==> src/rtl/instr_seq_ctrl_if.sv <==
// Handshake and control bundle between instr_seq_ctrl and the core top level.
// The core side uses the master modport, the sequencer the slave modport.
interface instr_seq_ctrl_if;
    logic [31:0] instr;
    logic [11:0] control_signals;
    logic        run;
    logic        step;
    logic        imem_ready;
    logic        dmem_ready;
    logic        imem_req;
    logic        dmem_req;
    logic        ir_we;
    logic        pc_we;
    logic        rf_we;
    logic [2:0]  state;
    logic        halted;
    logic        timeout_err;
    logic [31:0] instret;

    modport master (
        output instr, control_signals, run, step, imem_ready, dmem_ready,
        input  imem_req, dmem_req, ir_we, pc_we, rf_we, state, halted, timeout_err, instret
    );

    modport slave (
        input  instr, control_signals, run, step, imem_ready, dmem_ready,
        output imem_req, dmem_req, ir_we, pc_we, rf_we, state, halted, timeout_err, instret
    );
endinterface

==> src/rtl/instr_seq_ctrl.sv <==
// Multi-cycle fetch/decode/execute/mem/writeback sequencer with run/step/halt control.
// Define SEQ_TIMEOUT_EN to add a memory-handshake wait timeout that halts the core.
//
// state   | meaning
// IDLE    | waiting for run or a step pulse
// FETCH   | instruction memory request outstanding
// DECODE  | decoder settles on the latched word; EBREAK halts here
// EXECUTE | one ALU cycle, branches to MEM for loads/stores
// MEM     | data memory request outstanding
// WB      | register write, PC update, retire
// HALT    | stopped until reset
module instr_seq_ctrl #(
    parameter int TIMEOUT_CYCLES = 255
) (
    input logic              clk,
    input logic              reset_rf,
    instr_seq_ctrl_if.slave  bus
);
    typedef enum logic [2:0] {
        S_IDLE    = 3'd0,
        S_FETCH   = 3'd1,
        S_DECODE  = 3'd2,
        S_EXECUTE = 3'd3,
        S_MEM     = 3'd4,
        S_WB      = 3'd5,
        S_HALT    = 3'd6
    } state_t;

    localparam logic [31:0] EBREAK    = 32'h0010_0073;
    localparam logic [6:0]  OP_LOAD   = 7'b0000011;
    localparam logic [6:0]  OP_STORE  = 7'b0100011;

    state_t      st;
    logic [31:0] ir_q;
    logic [31:0] instret_q;
    logic        wait_expire;
    logic        unused_cs;

    assign unused_cs = ^bus.control_signals[10:0];

`ifdef SEQ_TIMEOUT_EN
    localparam int CW = $clog2(TIMEOUT_CYCLES + 1);

    logic [CW-1:0] wait_cnt;
    logic          waiting;
    logic          timeout_q;

    assign waiting     = ((st == S_FETCH) && !bus.imem_ready) ||
                         ((st == S_MEM)   && !bus.dmem_ready);
    // Fires on the waiting cycle that brings the count up to TIMEOUT_CYCLES.
    assign wait_expire = waiting && (wait_cnt == CW'(TIMEOUT_CYCLES - 1));

    always_ff @(posedge clk) begin
        if (reset_rf) begin
            wait_cnt  <= '0;
            timeout_q <= 1'b0;
        end else begin
            if (waiting) wait_cnt <= wait_cnt + CW'(1);
            else         wait_cnt <= '0;
            if (wait_expire) timeout_q <= 1'b1;
        end
    end

    assign bus.timeout_err = timeout_q;
`else
    assign wait_expire     = 1'b0;
    assign bus.timeout_err = 1'b0;
`endif

    always_ff @(posedge clk) begin
        if (reset_rf) begin
            st        <= S_IDLE;
            ir_q      <= '0;
            instret_q <= '0;
        end else begin
            case (st)
                S_IDLE: begin
                    if (bus.run || bus.step) st <= S_FETCH;
                end
                S_FETCH: begin
                    if (bus.imem_ready) begin
                        ir_q <= bus.instr;
                        st   <= S_DECODE;
                    end else if (wait_expire) begin
                        st <= S_HALT;
                    end
                end
                S_DECODE: begin
                    st <= (ir_q == EBREAK) ? S_HALT : S_EXECUTE;
                end
                S_EXECUTE: begin
                    st <= (ir_q[6:0] == OP_LOAD || ir_q[6:0] == OP_STORE) ? S_MEM : S_WB;
                end
                S_MEM: begin
                    if (bus.dmem_ready)   st <= S_WB;
                    else if (wait_expire) st <= S_HALT;
                end
                S_WB: begin
                    instret_q <= instret_q + 32'd1;
                    st        <= bus.run ? S_FETCH : S_IDLE;
                end
                S_HALT: st <= S_HALT;
                default: st <= S_IDLE;
            endcase
        end
    end

    // Requests come straight from the state register; only ir_we and rf_we look at inputs.
    assign bus.imem_req = (st == S_FETCH);
    assign bus.dmem_req = (st == S_MEM);
    assign bus.ir_we    = (st == S_FETCH) && bus.imem_ready;
    assign bus.pc_we    = (st == S_WB);
    assign bus.rf_we    = (st == S_WB) && bus.control_signals[11];
    assign bus.halted   = (st == S_HALT);
    assign bus.state    = st;
    assign bus.instret  = instret_q;
endmodule
==> src/flat_wrapper.sv <==
// flat-port wrapper written by rule: the top's interface ports become plain ports
module instr_seq_ctrl_flat 
#(
    parameter int TIMEOUT_CYCLES = 255
)
  (clk, reset_rf, bus_instr, bus_control_signals, bus_run, bus_step, bus_imem_ready, bus_dmem_ready, bus_imem_req, bus_dmem_req, bus_ir_we, bus_pc_we, bus_rf_we, bus_state, bus_halted, bus_timeout_err, bus_instret);
  instr_seq_ctrl_if bus_i ();
  input logic clk;
  input logic reset_rf;
  input wire logic [$bits(bus_i.instr)-1:0] bus_instr;
  input wire logic [$bits(bus_i.control_signals)-1:0] bus_control_signals;
  input wire logic [$bits(bus_i.run)-1:0] bus_run;
  input wire logic [$bits(bus_i.step)-1:0] bus_step;
  input wire logic [$bits(bus_i.imem_ready)-1:0] bus_imem_ready;
  input wire logic [$bits(bus_i.dmem_ready)-1:0] bus_dmem_ready;
  output wire logic [$bits(bus_i.imem_req)-1:0] bus_imem_req;
  output wire logic [$bits(bus_i.dmem_req)-1:0] bus_dmem_req;
  output wire logic [$bits(bus_i.ir_we)-1:0] bus_ir_we;
  output wire logic [$bits(bus_i.pc_we)-1:0] bus_pc_we;
  output wire logic [$bits(bus_i.rf_we)-1:0] bus_rf_we;
  output wire logic [$bits(bus_i.state)-1:0] bus_state;
  output wire logic [$bits(bus_i.halted)-1:0] bus_halted;
  output wire logic [$bits(bus_i.timeout_err)-1:0] bus_timeout_err;
  output wire logic [$bits(bus_i.instret)-1:0] bus_instret;
  assign bus_i.instr = bus_instr;
  assign bus_i.control_signals = bus_control_signals;
  assign bus_i.run = bus_run;
  assign bus_i.step = bus_step;
  assign bus_i.imem_ready = bus_imem_ready;
  assign bus_i.dmem_ready = bus_dmem_ready;
  assign bus_imem_req = bus_i.imem_req;
  assign bus_dmem_req = bus_i.dmem_req;
  assign bus_ir_we = bus_i.ir_we;
  assign bus_pc_we = bus_i.pc_we;
  assign bus_rf_we = bus_i.rf_we;
  assign bus_state = bus_i.state;
  assign bus_halted = bus_i.halted;
  assign bus_timeout_err = bus_i.timeout_err;
  assign bus_instret = bus_i.instret;
  instr_seq_ctrl #(.TIMEOUT_CYCLES(TIMEOUT_CYCLES)) u_core (.clk(clk), .reset_rf(reset_rf), .bus(bus_i));
endmodule
==> config.mk <==
export PLATFORM = sky130hd
export DESIGN_NAME = instr_seq_ctrl_flat
export DESIGN_NICKNAME = d
export VERILOG_FILES = /design/src/rtl/instr_seq_ctrl_if.sv /design/src/rtl/instr_seq_ctrl.sv /design/src/flat_wrapper.sv
export SDC_FILE = /design/constraint.sdc
export NUM_CORES = 1
export LEC_CHECK = 0
export BUFFER_PORTS_ARGS = -buffer_cell sky130_fd_sc_hd__buf_2
export CORE_UTILIZATION = 45
export DETAILED_ROUTE_END_ITERATION = 16
export PLACE_DENSITY = 0.73
export SLEW_MARGIN = 25
export SYNTH_ARGS = -nofsm -noshare
export SYNTH_HDL_FRONTEND = slang
export SYNTH_SLANG_ARGS = --single-unit
==> constraint.sdc <==
create_clock -name clk -period 5.75 [get_ports clk]
set_clock_uncertainty 0.05 [all_clocks]
set_input_delay 0.2875 -clock clk [delete_from_list [all_inputs] [get_ports clk]]
set_output_delay 0.2875 -clock clk [all_outputs]
set_load 0.02 [all_outputs]
# Yosys cells after proc, flatten, opt, wreduce, memory -nomap -nowiden
# Cells that the tools add are included.
[totals] ff_bits=67 output_inout_bits=42 elab_cells=30
[op_classes] n_addsub=1 n_eq_ne=12 mux=7 n_reduce_logical=7
[ops] operator="$add 32x1->32 const B" n=1
[ops] operator="$eq 32x21->1 const B" n=1
[ops] operator="$pmux 3 s7" n=1
[ops] operator="$mux 3" n=4
[ops] operator="$eq 3x3->1 const B" n=3
[ops] operator="$eq 7x2->1 const B" n=1
[ops] operator="$eq 7x6->1 const B" n=1
[ops] operator="$eq 3x2->1 const B" n=2
[ops] operator="$ne 2x2->1 const B" n=2
[ops] operator="$eq 3x1->1 const B" n=1
[ops] operator="$logic_not 3->1" n=1
[ops] operator="$reduce_and 3->1" n=1
[ops] operator="$logic_and 1x1->1" n=2
[ops] operator="$logic_or 1x1->1" n=2
[ops] operator="$mux 1" n=2
[ops] operator="$ne 2x1->1 const B" n=1
[ops] operator="$reduce_and 2->1" n=1

# Logic depth before layout (Yosys ltp)
# Gate-level depths: netlist of the first run.
[depth] ltp_word=4 mapped_depth=7 mapped_depth_nobuf=5

# Worst setup path before layout of the first run
# No wires, ideal clock.
[synth_timing] path_kind="register to output" from="reg u_core.st[0] (netlist: u_core.bus.state[0])" to="out bus_ir_we" t_arrival_ns=2.126 t_required_ns=5.413 path_slack_ns=3.287 stages_incl_launch_ff=6 path_buffers=2 path_cell_list="dfxtp_1 buf_2 nor3b_1 nand2_1 inv_1 buf_1"
[synth_via] elab_chain_cells=2
[synth_lines] item="start, declared" line="instr_seq_ctrl.sv:33" source="state_t st;"
[synth_lines] item="start signal, assigned" line="instr_seq_ctrl.sv:89" source="st <= (ir_q == EBREAK) ? S_HALT : S_EXECUTE;"
[synth_lines] item="start signal, assigned" line="instr_seq_ctrl.sv:92" source="st <= (ir_q[6:0] == OP_LOAD || ir_q[6:0] == OP_STORE) ? S_MEM : S_WB;"
[synth_lines] item="start signal, assigned" line="instr_seq_ctrl.sv:100" source="st <= bus.run ? S_FETCH : S_IDLE;"
[synth_lines] item="$eq 3x1->1"
[synth_lines] item="net bus_imem_req" line="flat_wrapper.sv:16" source="output wire logic [$bits(bus_i.imem_req)-1:0] bus_imem_req;"
[synth_lines] item="$logic_and 1x1->1" line="instr_seq_ctrl.sv:111" source="assign bus.ir_we = (st == S_FETCH) && bus.imem_ready;"
[synth_lines] item="end, declared" line="flat_wrapper.sv:18" source="output wire logic [$bits(bus_i.ir_we)-1:0] bus_ir_we;"
# The timed path passes the listed nets, and every way through them passes these cells.

# Worst setup path after layout of the first run
[layout_timing] from="reg u_core.st[0] (netlist: u_core.bus.state[0])" to="out bus_ir_we"
[layout_via] elab_chain_cells=2
[layout_lines] item="$eq 3x1->1" line="instr_seq_ctrl.sv:111"
[layout_lines] item="$logic_and 1x1->1" line="instr_seq_ctrl.sv:111"
# No other way between the ends.

==> results of run 1 <==
## area by class of cell
cell class	instances	area share, %
Clock inverter	4	0.709
Sequential cell	67	38.0
Timing Repair Buffer	79	11.3
Tap cell	77	2.73
Multi-Input combinational cell	266	41.8
Inverter	10	1.06
Clock buffer	12	4.40
## power by group through the flow
stage | clock [mW] | combinational, mW | sequential [mW]
floorplan | 0 | 0.0520 | 0.498
global placement | 0 | 0.0727 | 0.502
detailed placement | 0 | 0.0743 | 0.503
CTS | 0.362 | 0.0745 | 0.492
global route | 0.381 | 0.0840 | 0.494
finish | 0.353 | 0.0743 | 0.492
## stage by stage
step,hold slack (ns),utilization (%)
3_3_place_gp,0.390,52.6
4_1_cts,0.118,55.5
2_1_floorplan,0.373,-
3_5_place_dp,0.392,52.7
6_report,0.131,55.5
5_1_grt,0.120,55.5
## synthesized netlist by cell type (all sizes together)
cell and number:
o21ai 8, nand3b 1, and3b 1, a31oi 1, xnor2 9, conb 1
mux2i 1, o41ai 3, nand2 75, ha 1, nand4 8, inv 10
clkbuf 20, buf 5, nand3 10, nor4 9, mux2 1, or3 11
a211oi 2, and2 2, nor2b 1, dfxtp 67, nor2 18, nand4b 1
or4b 3, nand2b 1, nor3 4, o211a 1, nor4b 5, a21oi 55
and4 2, o31ai 11, nor4bb 1, xor2 1, nor3b 2, or4 16
## logic make-up (layout without fill, tap and decap cells)
family	count (synthesis)	after routing
other	1	1
AND/OR/NAND/NOR	171	171
multiplexers	2	2
adder cells (fa/ha/maj)	1	1
buffers and inverters	35	105
flip-flops	67	67
AO/OA/AOI/OAI	81	81
XOR/XNOR	10	10
## per-layer routing
layer,track usage (%),part of all wire (%),vias to the layer above
li1,-,-,1439
met1,24.1,46,1285
met2,35.0,48,60
met3,5.96,4.1,5
met4,6.27,1.2,0
met5,0,0,-
## worst max-delay path, stage by stage (launching register included)
cell     delay (ns)
dfxtp_1        0.58
nor3b_1        0.33
nand2_2        0.42
inv_1          0.84
buf_2          0.31
## state kept, by name, summed over array words and instances (netlist names)
signal and flops:
u_core.bus.instret 32, u_core.bus.state 3, u_core.ir_q 32
## worst min-delay path by stage
| stage | start | end | slack, ns | depth (start not counted) |
|---|---|---|---|---|
| after floorplan | bus_instr[0] | u_core.ir_q[0] | 0.37 | 2 |
| after global placement | u_core.ir_q[5] | u_core.ir_q[5] | 0.39 | 2 |
| after detailed placement | u_core.ir_q[0] | u_core.ir_q[0] | 0.39 | 2 |
| after CTS | bus_instr[14] | u_core.ir_q[14] | 0.12 | 3 |
| after global routing | bus_instr[1] | u_core.ir_q[1] | 0.12 | 3 |
| final | bus_instr[14] | u_core.ir_q[14] | 0.13 | 3 |
==> impl_metrics.toml, run 1 <==
[clock_network]
cts_tree = "yes"
clock_sinks = 67
clkLatencyLatePin_ns = 0.34
cts_setup_buffers = 0
root_buffer = "clkbuf_8"
cts_resized = 0
cts_hold_buffers = 0
cts_made_buffers = 9
htreeDepth = 3
clkTransAtPathRegs_ns = 0.07
clk_path_buf_depth = 2

[finish]
nNetsFinal = 484
n_antenna_cell = 0
drive_above_1_share_pct = 22.4
regArea_mm2 = 0.00134
syn_to_final_growth_pct = 19.2
layout_commonest_cell = "buf_2"
final_area_mm2 = 0.00353
multi_input_area_mm2 = 0.00147
layout_common_cells = "buf_2 (78), nand2_1 (74), dfxtp_1 (67), a21oi_1 (55), nor2_1 (18)"
nFillCells = 621
layoutNonFillerInstCount = 515

[power_and_ir_drop]
p_int_mw = 0.687
swShare_pct = 25.3
power_density_mw_per_mm2 = 261
power.leakage_nw = 1.31
peakVddDrop_uv = 160
power.switching_mw = 0.232
fin_total_pwr_mw = 0.919
pwr-share-clk_pct = 38.4
seqPwrFrac_pct = 53.6
p_comb_share_pct = 8.1

[worst_setup_path]
worstSetupStartpoint = "u_core.bus.state[0]"
r2r-start = "u_core.bus.state[0]"
ff2ff_setup_slack_ns = 3.12
critPathRequiredTime_ns = 5.41
arrival_ns = 2.82
path_class = "reg -> out"
cp-end-kind = "output pin"
ff2ff_path_depth = 5
cp-endpoint = "bus_ir_we"
reg2reg_to = "u_core.ir_q[7]"
cp_max_fo = 34
crit_path_start_kind = "register"

[run]
drv_cap = 0

[global_routing]
grt_pass1_vias = 2603
grt_usage_pct = 20.3
grt_pass1_wl_um = 11400
gr-total-overflow = 0
antenna_found_initial = 0
grt_max_degree = 69

[sta]
min_period_ns = 3.16
worst_slew_pin_slew_ns = 0.929
rsz0062_at_grt = "no"
finalSetupTns_ns = 0
min_period_over_period_pct = 54.9
setup_viol = 0
finalHoldViolations = 0
slew_headroom_pct = 38.0
slew_viol_final = 0
layout_setup_ws_ns = 2.59
fmax_mhz = 317

[placement]
gp_congestion = 0.768
port_buffers = 79
dp.cells = 499
placed_cell_area_mm2 = 0.00334
preCtsSetupSlack_ns = 2.60
hpwlAfterDp_um = 4520

[run_status]
status = "finished clean"

[yosys]
ys_ff_latch = 67
yosysWarnings = 0
synth_seq_area_share_pct = 45.3
muxShareOfSynthArea_pct = 0.719
yosys.area_share.xor_xnor_pct = 2.96
synth-compound-area-share_pct = 15.4
yosysUniqueCellTypes = 41
synth-simple-area-share_pct = 30.1
yosysTopAreaCell = "dfxtp_1"
synthCells = 368
synth_adder_area_share_pct = 0.423
yosys-top-cells-area = "dfxtp_1 (45%), nand2_1 (9.5%), a21oi_1 (9.3%)"
synth.net_count = 419
syn_area_mm2 = 0.00296
synth_top_family_by_area = "simple AND/OR/NAND/NOR gates"
synth.avg_cell_area_um2 = 8.04
synth_top_area_share_pct = 45.3

[min_path]
hold_path_class = "in -> reg"

[floorplanning]
die_area_mm2 = 0.00690
pin_count = 92
die_w_um = 83.1
die_y_um = 83.1
initial_utilization_pct = 46.6
fp.coreArea_mm2 = 0.00635
num_rows = 29

[route]
postRouteAntennaNets = 0
route.vias.total = 2789
drt_iter0_drc = 147
wl_um = 6650
wl_per_cell_um = 12.9
drc = 0
firstDrtPassIters = 4
viasPerCell = 5.42
Note: power is estimated with default switching activity, not from simulation.
==> inputs of run 2 (changes only) <==
Clock period 5.75 ns to 3 ns, I/O delays scaled along.
==> run 2 against run 1 <==
  * Critical path depth stayed put
  * Worst hold slack worse by 0.12 ns
  * Setup slack worse by 1.9 ns
  * First-iteration DRC count is 54% higher
  * Non-clock buffer count is 22 higher
  * Clock power is 130% higher
  * Die area stayed put
  * Sequential share of layout area is 2.4 points lower
  * Final area is 6.8% higher
  * Total power is 110% higher
  * Register-to-register slack worse by 2.4 ns
  * Cell count is 4.3% higher
  * Largest cell class unchanged
==> impl_metrics.toml, run 2 (same netlist as run 1, synthesis figures left out) <==
[clock_network]
clock_sinks = 67
clkTransAtPathRegs_ns = 0.07
cts_setup_buffers = 0
root_buffer = "clkbuf_8"
cts_made_buffers = 9
clkLatencyLatePin_ns = 0.33
cts_tree = "yes"
htreeDepth = 3
clk_path_buf_depth = 2

[min_path]
hold_path_class = "in -> reg"
whs_path_depth = 3

[sta]
finalHoldViolations = 0
slew_viol_final = 0
min_period_ns = 2.30
finalSetupTns_ns = 0
min_period_over_period_pct = 76.6
layout_setup_ws_ns = 0.701
rsz0062_at_grt = "no"
worst_slew_pin_slew_ns = 0.786
setup_viol = 0
slew_headroom_pct = 47.6
fmax_mhz = 435

[worst_setup_path]
slowest_delay_ns = 0.61
crit_buf_inv = 0
slowest_stage = "or3_1"
critical_path_depth = 4
path_delay_family = "simple AND/OR/NAND/NOR gates"
cp_max_fo = 16
path_class = "reg -> reg"
cp-end-kind = "register"
crit_path_start_kind = "register"
critPathRequiredTime_ns = 3.21
ff2ff_path_depth = 4
arrival_ns = 2.51
crit_chain = "nand4_1 -> or3_1 -> or4_1 -> a21oi_1"

[floorplanning]
fp.coreArea_mm2 = 0.00635
die_area_mm2 = 0.00690
num_rows = 29
die_w_um = 83.1
die_y_um = 83.1
initial_utilization_pct = 46.6
pin_count = 92

[global_routing]
use_met1_pct = 25.3
use_met2_pct = 36.4
met3_usage_pct = 3.98
grt_pass1_vias = 2653
top_usage_layer = "met2"
grt_pass1_wl_um = 11800
grt_usage_pct = 20.7
antenna_found_initial = 0
grt_max_degree = 46
gr-total-overflow = 0

[power_and_ir_drop]
peakVddDrop_uv = 383
power_density_mw_per_mm2 = 509
power.leakage_nw = 1.42
fin_total_pwr_mw = 1.92

[run]
drv_cap = 0

[finish]
nNetsFinal = 506
n_antenna_cell = 0
syn_to_final_growth_pct = 27.3
final_area_mm2 = 0.00377
drive_above_1_share_pct = 22.4
layout_commonest_cell = "buf_2"
layout_common_cells = "buf_2 (79), nand2_1 (75), dfxtp_1 (67), a21oi_1 (55), nor2_1 (18)"

[route]
route.vias.total = 2879
wl_um = 6870
postRouteAntennaNets = 0
wl_per_cell_um = 12.8
viasPerCell = 5.36
drc = 0
firstDrtPassIters = 4
drt_iter0_drc = 227

[placement]
hpwlAfterDp_um = 4580
gp_congestion = 0.786
preCtsSetupSlack_ns = 0.720
placed_cell_area_mm2 = 0.00338
port_buffers = 79

[run_status]
status = "finished clean"
==> run 2: layout make-up <==
| class | instances | area, um^2 |
|---|---|---|
| clock buffer | 9 | 124 |
| clock inverter | 7 | 92.6 |
| fill | 566 | 2580 |
| inverter | 10 | 37.5 |
| multi-input combinational | 266 | 1470 |
| sequential | 67 | 1340 |
| tap | 77 | 96.3 |
| timing repair buffer | 101 | 603 |
==> run 2: routing by layer <==
layer / share of wire, % / vias up
met3: 3.3 / 8
met1: 47 / 1334
met5: 0 / -
li1: - / 1483
met2: 49 / 54
met4: 1.1 / 0
==> run 2: tightest hold or removal path, cell delays in order <==
cell and delay, ns:
buf_2 0.10, nand2_1 0.05, a21oi_1 0.05
==> run 2: what timing repair did <==
item / CTS / global route
hold buffers: 14 / 3
gates resized for setup: 0 / 0
endpoints found under the hold margin: 14 / 3
==> run 2: path summary, 6_finish.rpt <==
path / start / slack [ns] / end
setup / recovery: u_core.bus.state[0] / 0.70 / u_core.bus.instret[25]
hold reg to reg: u_core.ir_q[25] / 0.41 / u_core.ir_q[25]
setup reg to reg: u_core.bus.state[0] / 0.70 / u_core.bus.instret[25]
hold / removal: bus_instr[5] / 0.009 / u_core.ir_q[5]
==> run 2: metrics by stage <==
step | util, % | hold WS [ns] | instances
after floorplan | - | 0.236 | 368
after global placement | 53.2 | 0.341 | 504
after detailed placement | 53.2 | 0.345 | 504
after CTS | 58.8 | 0.00163 | 534
after global routing | 59.3 | 0.00217 | 537
final | 59.3 | 0.00897 | 537
==> run 2: power breakdown <==
| group | internal, mW | switching (mW) |
|---|---|---|
| registers | 0.918 | 0.0197 |
| clock network | 0.465 | 0.345 |
| logic | 0.0751 | 0.0958 |
==> inputs of run 3 (changes only) <==
Settings changed: ABC_AREA set to 1, PLACE_DENSITY 0.73 to 0.75.
Clock period 3 ns to 2 ns, I/O delays scaled along.
==> run 3 against run 2 <==
  * Sequential share of layout area decreased by 2.7 points
  * Critical path type unchanged
  * Non-clock buffer count is 7 higher
  * Synthesized cell count is 22% higher
==> impl_metrics.toml, run 3 <==
[power_and_ir_drop]
fin_total_pwr_mw = 3.51
power_density_mw_per_mm2 = 860
peakVddDrop_uv = 506
power.leakage_nw = 1.85

[yosys]
yosys_most_used_dff = "dfxtp_1"
synth_top_family_by_area = "simple AND/OR/NAND/NOR gates"
synth.avg_cell_area_um2 = 7.08
synthCells = 449
synth_top_area_share_pct = 42.2
yosys-top-cells-count = "nand2_1 (79), nor2_1 (75), dfxtp_1 (67)"
ys_ff_latch = 67
yosysWarnings = 0
synth.net_count = 500
synth-compound-area-share_pct = 13.6
yosysUniqueCellTypes = 34
syn_area_mm2 = 0.00318
synth_adder_area_share_pct = 0.394
muxShareOfSynthArea_pct = 0
async_flop_share_pct = 0
synth_seq_area_share_pct = 42.2
synth_edf_count = 0
yosys.cell_count.top_type = "nand2_1"
yosys-top-cells-area = "dfxtp_1 (42%), nand2_1 (9.3%), nor2_1 (8.9%)"
yosysTopAreaCell = "dfxtp_1"
yosys.area_share.xor_xnor_pct = 2.75
synth-simple-area-share_pct = 30.1

[finish]
final_area_mm2 = 0.00408
drive_above_1_share_pct = 22.1
syn_to_final_growth_pct = 28.2
nFillCells = 648
fin_util_pct = 60.0
nNetsFinal = 606
layout_common_cells = "nand2_1 (79), buf_2 (79), nor2_1 (75), dfxtp_1 (67), inv_1 (60)"
n_antenna_cell = 0
layoutNonFillerInstCount = 656

[route]
firstDrtPassIters = 4
drc = 0
viasPerCell = 4.79
route.vias.total = 3139
postRouteAntennaNets = 0
drt_iter0_drc = 125
wl_um = 7510
wl_per_cell_um = 11.4

[global_routing]
grt_max_degree = 57
grt_usage_pct = 21.7
antenna_found_initial = 0
grt_pass1_vias = 2837
gr-total-overflow = 0
grt_pass1_wl_um = 12600

[worst_setup_path]
slowest_delay_ns = 0.39
cp_max_fo = 4
cp-end-kind = "register"
crit_chain = "ha_1 -> nand3_1 -> nor2_1 -> inv_1 -> nor2_4 -> nand2_2 -> nor2_1 -> nand2_1 -> nand2_1 -> nor2_1"
timing.critical_path.mode_cell = "nor2_1"
arrival_ns = 1.88
critPathRequiredTime_ns = 2.17
crit_path_start_kind = "register"
path_class = "reg -> reg"
slowest_stage = "dfxtp_1"

[floorplanning]
die_w_um = 86.1
pin_count = 92
die_y_um = 86.1
die_area_mm2 = 0.00741
num_rows = 30
fp.coreArea_mm2 = 0.00679
initial_utilization_pct = 46.8

[sta]
setup_viol = 0
slew_headroom_pct = 66.7
worst_hold_slack_ns = 0.0101
min_period_over_period_pct = 85.3
rsz0062_at_grt = "no"
layout_setup_ws_ns = 0.294
finalSetupTns_ns = 0
min_period_ns = 1.71
fmax_mhz = 586
slew_viol_final = 0
finalHoldViolations = 0
worst_slew_pin_slew_ns = 0.495

[run_status]
status = "finished clean"

[clock_network]
clk_path_buf_depth = 2
cts_tree = "yes"
clock_sinks = 67
cts_made_buffers = 9
root_buffer = "clkbuf_8"
clkLatencyLatePin_ns = 0.34
clkTransAtPathRegs_ns = 0.07
htreeDepth = 3

[min_path]
hold_path_class = "in -> reg"

[placement]
gp_congestion = 0.888
hpwlAfterDp_um = 5190
placed_cell_area_mm2 = 0.00362
dp.cells = 614
port_buffers = 79
preCtsSetupSlack_ns = 0.198

[run]
drv_cap = 0
==> run 3: cell type report <==
| class | instances | area, um^2 | share of cell area, % |
|---|---|---|---|
| inverters | 64 | 248 | 6.08 |
| well taps | 96 | 120 | 2.95 |
| clock inverters | 7 | 68.8 | 1.69 |
| flip-flops and latches | 67 | 1340 | 32.9 |
| repair buffers | 108 | 678 | 16.6 |
| clock buffers | 9 | 124 | 3.04 |
| multi-input cells | 305 | 1500 | 36.7 |
==> run 3: critical path, delay by kind of cell (launching register included) <==
family	cells	cell delay [ns]
AND/OR/NAND/NOR	8	0.83
buffers and inverters	1	0.12
adder cells (fa/ha/maj)	1	0.20
flip-flops	1	0.39
==> run 3: logic make-up (layout without fill, tap and decap cells) <==
kind of cell / count (synthesis) / after routing
and+or+nand+nor: 209 / 209
AOI/OAI and AO/OA: 84 / 84
buffers and inverters: 77 / 188
DFF: 67 / 67
xor gates and xnor gates: 10 / 10
adders and majority gates: 1 / 1
other: 1 / 1
==> run 3: path summary, 6_finish.rpt <==
kind                    startpoint                endpoint  slack, ns  depth (start not counted)
max reg2reg  u_core.bus.instret[0]  u_core.bus.instret[28]       0.29                         10
max          u_core.bus.instret[0]  u_core.bus.instret[28]       0.29                         10
min reg2reg        u_core.ir_q[31]         u_core.ir_q[31]       0.40                          2
min                   bus_instr[4]          u_core.ir_q[4]       0.01                          3
==> run 3: timing repair <==
| action | in CTS | in global routing |
|---|---|---|
| hold buffers | 26 | 0 |
| endpoints found under the hold margin | 26 | 0 |
| setup endpoints to repair | 0 | 6 |
| setup buffers | 0 | 0 |
| resized for setup | 0 | 2 |
==> run 3: metal layers <==
metal	global-route usage, %	wire [um]	part of all wire, %	up-vias
met5	0	0	0	-
met4	8.79	130	1.7	0
met3	5.20	427	5.7	11
met2	34.8	3450	46	89
met1	27.9	3500	47	1413
li1	-	-	-	1626
==> run 3: report_power, final <==
group          switching, mW  internal (mW)  leakage [nW]
Sequential            0.0800           1.51         0.544
Combinational          0.511          0.297          1.21
Clock                  0.534          0.571        0.0950
